### src/rtl/mem_port_arbiter_pkg.sv
// Shared types for the imem/dmem memory-port arbiter: request/response records,
// arbiter state encodings and the registered-state record.
package mem_port_arbiter_pkg;

    typedef struct packed {
        logic        mem_valid;
        logic        mem_fence;
        logic        mem_spec;
        logic        mem_instr;
        logic [31:0] mem_addr;
        logic [31:0] mem_wdata;
        logic [3:0]  mem_wstrb;
    } mem_in_type;

    typedef struct packed {
        logic [31:0] mem_rdata;
        logic        mem_ready;
    } mem_out_type;

    typedef enum logic [1:0] {
        ARB_IDLE  = 2'd0,
        ARB_IBUSY = 2'd1,
        ARB_DBUSY = 2'd2
    } arb_state_t;

    localparam logic GRANT_I = 1'b0;
    localparam logic GRANT_D = 1'b1;

    typedef struct packed {
        arb_state_t  state;
        mem_in_type  req;
        logic        last_grant;
        logic [3:0]  starve_cnt;
    } arbiter_reg_type;

    localparam arbiter_reg_type init_arbiter_reg = '{
        state:      ARB_IDLE,
        req:        '0,
        last_grant: GRANT_I,
        starve_cnt: 4'd0
    };

    // Counts consecutive same-side grants taken while the other side waits.
    function automatic logic [3:0] starve_next(input logic [3:0] cnt,
                                               input logic [3:0] lim,
                                               input logic       extend);
        if (!extend)
            return 4'd0;
        if (cnt >= lim)
            return lim;
        return cnt + 4'd1;
    endfunction

endpackage

### src/rtl/mem_port_arbiter_slot.sv
// One pending-request slot: captures a full request record, newest capture wins,
// and empties when the arbiter grants it.
module mem_request_slot
    import mem_port_arbiter_pkg::*;
(
    input  logic       reset,
    input  logic       clock,
    input  logic       load,
    input  logic       clear,
    input  mem_in_type din,
    output mem_in_type dout,
    output logic       full
);

    always_ff @(posedge clock or negedge reset) begin
        if (!reset)
            full <= 1'b0;
        else if (load)
            full <= 1'b1;
        else if (clear)
            full <= 1'b0;
    end

    // Payload needs no reset: it is only ever observed while full is set.
    always_ff @(posedge clock) begin
        if (load)
            dout <= din;
    end

endmodule

### src/rtl/mem_port_arbiter.sv
// Shares one single-outstanding memory port between fetch (imem) and load/store (dmem),
// issuing in IDLE with zero latency and routing each ready back to the owner only.
module mem_port_arbiter
    import mem_port_arbiter_pkg::*;
#(
    parameter bit DATA_FIRST = 1'b1,
    parameter int STARVE_MAX = 4
) (
    input  logic        reset,
    input  logic        clock,
    input  mem_in_type  imem_in,
    output mem_out_type imem_out,
    input  mem_in_type  dmem_in,
    output mem_out_type dmem_out,
    output mem_in_type  mem_in,
    input  mem_out_type mem_out
);

    localparam logic [3:0] STARVE_LIM = 4'(STARVE_MAX);

    arbiter_reg_type r, v;
    mem_in_type      islot_q, dslot_q, isrc, dsrc;
    logic            ifull, dfull, ireq, dreq;
    logic            grant_i, grant_d, pick_d;

    mem_request_slot u_islot (
        .reset (reset),
        .clock (clock),
        .load  (imem_in.mem_valid && !grant_i),
        .clear (grant_i),
        .din   (imem_in),
        .dout  (islot_q),
        .full  (ifull)
    );

    mem_request_slot u_dslot (
        .reset (reset),
        .clock (clock),
        .load  (dmem_in.mem_valid && !grant_d),
        .clear (grant_d),
        .din   (dmem_in),
        .dout  (dslot_q),
        .full  (dfull)
    );

    always_comb begin
        v        = r;
        grant_i  = 1'b0;
        grant_d  = 1'b0;
        pick_d   = 1'b0;
        isrc     = imem_in.mem_valid ? imem_in : islot_q;
        dsrc     = dmem_in.mem_valid ? dmem_in : dslot_q;
        ireq     = imem_in.mem_valid || ifull;
        dreq     = dmem_in.mem_valid || dfull;

        mem_in             = r.req;
        mem_in.mem_valid   = 1'b0;
        imem_out.mem_rdata = mem_out.mem_rdata;
        dmem_out.mem_rdata = mem_out.mem_rdata;
        imem_out.mem_ready = 1'b0;
        dmem_out.mem_ready = 1'b0;

        case (r.state)
            ARB_IDLE: begin
                if (reset && (ireq || dreq)) begin
                    // At the starvation limit the side not granted last is the one waiting.
                    if (ireq && dreq)
                        pick_d = (r.starve_cnt == STARVE_LIM) ? (r.last_grant == GRANT_I)
                                                              : DATA_FIRST;
                    else
                        pick_d = dreq;

                    grant_d            = pick_d;
                    grant_i            = !pick_d;
                    v.req              = pick_d ? dsrc : isrc;
                    v.req.mem_valid    = 1'b0;
                    mem_in             = pick_d ? dsrc : isrc;
                    mem_in.mem_valid   = 1'b1;
                    v.starve_cnt       = starve_next(r.starve_cnt, STARVE_LIM,
                                                     (pick_d ? ireq : dreq) &&
                                                     (pick_d == r.last_grant));
                    v.last_grant       = pick_d;
                    v.state            = pick_d ? ARB_DBUSY : ARB_IBUSY;
                end
            end
            ARB_IBUSY: begin
                if (mem_out.mem_ready) begin
                    imem_out.mem_ready = 1'b1;
                    v.state            = ARB_IDLE;
                end
            end
            ARB_DBUSY: begin
                if (mem_out.mem_ready) begin
                    dmem_out.mem_ready = 1'b1;
                    v.state            = ARB_IDLE;
                end
            end
            default: v.state = ARB_IDLE;
        endcase
    end

    always_ff @(posedge clock or negedge reset) begin
        if (!reset)
            r <= init_arbiter_reg;
        else
            r <= v;
    end

    // The load/store unit must not issue again before its previous request was granted.
    dslot_overwrite: assert property (@(posedge clock) disable iff (!reset)
                                      !(dmem_in.mem_valid && dfull));

endmodule

### config.mk
export PLATFORM = sky130hd
export DESIGN_NAME = mem_port_arbiter
export DESIGN_NICKNAME = d
export VERILOG_FILES = /design/src/rtl/mem_port_arbiter_pkg.sv /design/src/rtl/mem_port_arbiter_slot.sv /design/src/rtl/mem_port_arbiter.sv
export SDC_FILE = /design/constraint.sdc
export NUM_CORES = 1
export LEC_CHECK = 0
export ABC_AREA = 1
export CORE_ASPECT_RATIO = 0.9
export CORE_MARGIN = 1
export CORE_UTILIZATION = 48
export DETAILED_ROUTE_END_ITERATION = 10
export PLACE_DENSITY = 0.81
export SYNTH_ARGS = -nofsm -noshare
export SYNTH_HDL_FRONTEND = slang
export SYNTH_HIERARCHICAL = 1
export SYNTH_SLANG_ARGS = --single-unit
### constraint.sdc
create_clock -name clock -period 6.2 [get_ports clock]
set_input_delay 1.86 -clock clock [delete_from_list [all_inputs] [get_ports clock]]
set_output_delay 1.86 -clock clock [all_outputs]
set_load 0.05 [all_outputs]
==> results of run 1 <==
==> state kept, by name, summed over array words and instances (netlist names) <==
signal,count
u_dslot/full,1
u_islot/full,1
r,78
u_dslot/dout,71
u_islot/dout,71
==> area by class of cell <==
type	count	area [um^2]
Antenna cell	1	2.50
Sequential cell	222	6270
Fill cell	1674	7660
Clock inverter	5	32.5
Timing Repair Buffer	241	3130
Multi-Input combinational cell	836	3610
Clock buffer	37	668
Inverter	23	88.8
Tap cell	291	364
==> worst min-delay path: cells and delay by family (launching register included) <==
| family | cells | cell delay [ns] |
|---|---|---|
| flip-flops | 1 | 0.32 |
| AND/OR/NAND/NOR | 2 | 0.13 |
==> stage by stage <==
step	util	instances	worst slack (ns)
after floorplan	-	1213	0.213
after global placement	0.617	1613	0.691
after detailed placement	0.617	1613	0.656
after CTS	0.649	1655	0.594
after global routing	0.649	1656	0.473
final	0.649	1656	0.612
==> cells in the final DEF, fill, tap and decap left out, drive strengths merged, types with 5 or more instances in the layout <==
cell type and instances:
nand3 290, o21ai 6, inv 24, clkbuf 37, nor2 15, edfxtp 142, ha 5, dfrtp 80
clkdlybuf4s50 145, nand2 519, buf 96
==> routing by layer <==
layer,share of wire,vias up
li1,-,4262
met1,0.42,4169
met2,0.48,373
met3,0.077,56
met4,0.025,2
met5,0.00046,-
==> worst max path at each step <==
stage / depth (start not counted) / slack, ns / end / start
floorplan: 7 / 0.21 / u_dslot/dout[0] / dmem_in[71]
global placement: 9 / 0.69 / mem_in[14] / imem_in[71]
detailed placement: 9 / 0.66 / mem_in[14] / imem_in[71]
CTS: 9 / 0.59 / mem_in[31] / imem_in[71]
global route: 9 / 0.47 / mem_in[31] / imem_in[71]
finish: 9 / 0.61 / mem_in[31] / imem_in[71]
==> power by group through the flow <==
stage | Clock, uW | Combinational [uW] | Sequential (uW)
final | 1290 | 3510 | 2070
after global routing | 1370 | 3710 | 2100
after global placement | 0 | 3460 | 2080
after CTS | 1320 | 3540 | 2070
after detailed placement | 0 | 3510 | 2090
after floorplan | 0 | 1990 | 2080
==> impl_metrics.toml, run 1 <==
[detailed_routing]
routedWlPerCell_um = 17.0
viasPerCell = 5.35
drtAntennaViolNets = 0
wl_mm = 28.1
drcViolationCount = 0
dr_total_vias = 8862
first_iter_violations = 773
dr.pass1.iters = 6

[clock_network]
post_cts_buffers = 0
h-tree-depth = 1
root_buffer = "clkbuf_16"
clock_path_buffers = 3
numCtsBuffers = 23
clkSinkCount = 222
cts_tree = "done"
insertion_delay_ns = 0.51
clk_pin_slew_ns = 0.05
cts_hold_buf = 0
ctsResizeCount = 0

[finish]
syn_to_final_growth_pct = 31.5
drive_gt1_frac = 0.100
final_area_um2 = 14200
final_nets = 1531

[critical_path]
required_ns = 4.34
critPathCaptureType = "output pin"
rr_endpoint = "u_islot/dout[59]"
crit_arrival_ns = 3.73
crit_fanout = 48
worst_setup_path_start_kind = "input port"
cp_cell_sequence = "buf_2 > buf_4 > o21ai_1 > nor2_1 > nor2_4 > buf_4 > nand3_1 > nand3_1 > buf_12"
cp_slowest_cell = "buf_4"
rrSetupSlack_ns = 3.31
path_buf_inv = 4
rr_startpoint = "r[77]"
crit_family = "buffers and inverters"
crit_type = "in -> out"
reg2reg_depth = 7
max_stage_delay_ns = 0.49

[power_and_ir_drop]
ir_drop_mv = 0.387
pwr_density_cell_nw_per_um2 = 485
p_sw_frac = 0.400
pwr-share-comb = 0.511
power_uw = 6870
total_leakage_power_uw = 0.00649
power_frac_clock = 0.188
net-switching-power_uw = 2750
intPower_uw = 4120
pwr-share-seq = 0.301

[global_route]
globalRouteMet2Util = 0.410
grt_max_degree = 77
grt_use_total = 0.244
grt_antenna_before_repair = 2
grt_pass1_wl_mm = 44.6
globalRoute.totalOverflow = 0
met3_usage = 0.0542
grt_busiest_layer = "met2"
grt_pass1_vias = 8707
grt_use_met1 = 0.315

[placement]
finalWeightedCongestion = 0.773
port_buffers = 220
place_area_um2 = 13500
dp_hpwl_mm = 17.8

[floorplanning]
initial_core_util = 0.494
dieArea_um2 = 23000
pin_count = 317
fp.dieH_um = 144
die_width_um = 160
core_um2 = 21800
num_rows = 51

[min_path]
hold_depth = 2
hp-start = "r[62]"
min_path_type = "reg -> reg"
min_to = "r[62]"

[synthesis]
netlist_area_um2 = 10800
ys_warn_count = 6
syn_inst = 1213
syn_nets = 1397
syn_avg_cell_area_um2 = 8.88

[timing]
hold_ws_ns = 0.488
rsz0062_at_grt = "no"
min_period_ns = 5.59
setup_violations = 0
max_freq_mhz = 179
hold_viol_final = 0
tns_ns = 0
max_slew_margin = 0.409
fin_skew_ns = 0.0205
worst_slew_pin_slew_ns = 0.886
fin_crit_sh = 0.901
drv_slew = 0

[run_status]
status = "finished, final reports clean"

[flow_run]
cap_violations = 0
Power figures use the tool's default switching activity.
==> run 2: changes to the inputs <==
Settings changed: CAP_MARGIN set to 0, SLEW_MARGIN set to 20.
==> results of run 2 <==
Same layout as run 1: the final DEF is identical, and so are final timing and power.
==> run 3: changes to the inputs <==
Settings changed: ABC_AREA 1 to unset, CORE_UTILIZATION 48 to 49.
==> impl_metrics.toml, run 3 <==
[timing]
max_freq_mhz = 178
setup_violations = 0
tns_ns = 0
fin_skew_ns = 0.0109
hold_viol_final = 0
worst_slew_pin_slew_ns = 1.08
rsz0062_at_grt = "no"
hold_ws_ns = 0.510
max_slew_margin = 0.281
fin_crit_sh = 0.904
drv_slew = 0
min_period_ns = 5.61

[clock_network]
clkSinkCount = 222
cts_tree = "done"
h-tree-depth = 1
root_buffer = "clkbuf_16"
numCtsBuffers = 24
insertion_delay_ns = 0.52
clock_path_buffers = 3
post_cts_buffers = 0
ctsResizeCount = 0
clk_pin_slew_ns = 0.06
cts_hold_buf = 0

[power_and_ir_drop]
power_uw = 7210
ir_drop_mv = 0.369
pwr_density_cell_nw_per_um2 = 499
total_leakage_power_uw = 0.00509

[critical_path]
reg2reg_depth = 6
critPathCaptureType = "output pin"
crit_family = "buffers and inverters"
cp.depth = 6
crit_arrival_ns = 3.75
cp_slowest_cell = "and2_2"
worst_setup_path_start_kind = "input port"
crit_fanout = 26
cp_cell_sequence = "buf_4 > and2_2 > buf_12 > nand3_1 > o211ai_1 > buf_4"
crit_type = "in -> out"
required_ns = 4.34
path_buf_inv = 3
max_stage_delay_ns = 0.62
crit_top_cell = "buf_4"

[run_status]
status = "finished, final reports clean"

[floorplanning]
num_rows = 52
fp.dieH_um = 146
initial_core_util = 0.503
pin_count = 317
die_width_um = 162
dieArea_um2 = 23800
core_um2 = 22600

[finish]
final_common_cell = "o211ai_1"
final_nets = 1217
layout_common_cells = "214 x o211ai_1, 145 x clkdlybuf4s50_1, 143 x mux2_2"
postLayoutCoreUtil = 0.640
syn_to_final_growth_pct = 27.2
drive_gt1_frac = 0.269
diodes = 0
largest_reg_flops = 78
reg.largest.list = "r x78, u_dslot/dout x71, u_islot/dout x71"
top_register = "r"

[global_route]
grt_pass1_vias = 8896
grt_use_total = 0.260
grt_pass1_wl_mm = 48.5
grt_max_degree = 91
grt_antenna_before_repair = 1
globalRoute.totalOverflow = 0

[placement]
finalWeightedCongestion = 0.803
dp_hpwl_mm = 19.0
port_buffers = 220

[synthesis]
netlist_area_um2 = 11400
syn_avg_cell_area_um2 = 12.4
ys_warn_count = 6
syn_inst = 917
syn_nets = 1101

[detailed_routing]
drtAntennaViolNets = 0
routedWlPerCell_um = 22.7
drcViolationCount = 0
viasPerCell = 6.33
wl_mm = 30.6
dr_total_vias = 8528
dr.pass1.iters = 6
first_iter_violations = 836

[min_path]
min_path_type = "reg -> reg"
hold_depth = 2

[flow_run]
cap_violations = 0
==> run 3: worst reg2reg max path, cell delays in order, from the launching register on <==
cell      delay, ns
dfrtp_1        0.40
inv_1          0.08
ha_1           0.17
nand3b_1       0.69
buf_4          0.56
o21ai_0        0.33
and2_4         0.92
==> run 3: final cells by class <==
type	instances	area, um^2
well taps	297	372
flip-flops and latches	222	6270
repair buffers	240	2720
clock inverters	4	20.0
fillers	1659	8130
multi-input cells	537	4280
clock buffers	40	752
inverters	8	30.0
==> run 3: per-stage QoR <==
step	worst slack (ns)	std cells	area, um^2
2_1_floorplan	0.986	917	11400
3_3_place_gp	0.658	1303	13600
3_5_place_dp	0.617	1303	13600
4_1_cts	0.611	1347	14400
5_1_grt	0.477	1348	14400
6_report	0.594	1348	14400
==> run 3: final timing paths <==
| path | from | to | slack, ns |
|---|---|---|---|
| worst min register to register | r[20] | r[20] | 0.51 |
| worst max register to register | r[1] | u_dslot/dout[16] | 2.65 |
| max in group asynchronous | reset | r[26] | 3.69 |
| worst min-delay path | r[20] | r[20] | 0.51 |
| worst max-delay path | reset | mem_in[51] | 0.59 |
| min in group asynchronous | reset | r[43] | 1.27 |
==> run 3: report_power, final <==
group          switching (uW)  internal [uW]
Sequential                103           1980
Combinational            2340           1370
Clock                     582            822
==> run 3: metal layers <==
| metal | GRT usage | share of wire | wire (um) |
|---|---|---|---|
| met3 | 0.0415 | 0.075 | 2290 |
| met2 | 0.417 | 0.47 | 14400 |
| met1 | 0.360 | 0.42 | 13000 |
| met4 | 0.0830 | 0.028 | 866 |
| met5 | 0 | 0.00049 | 15 |
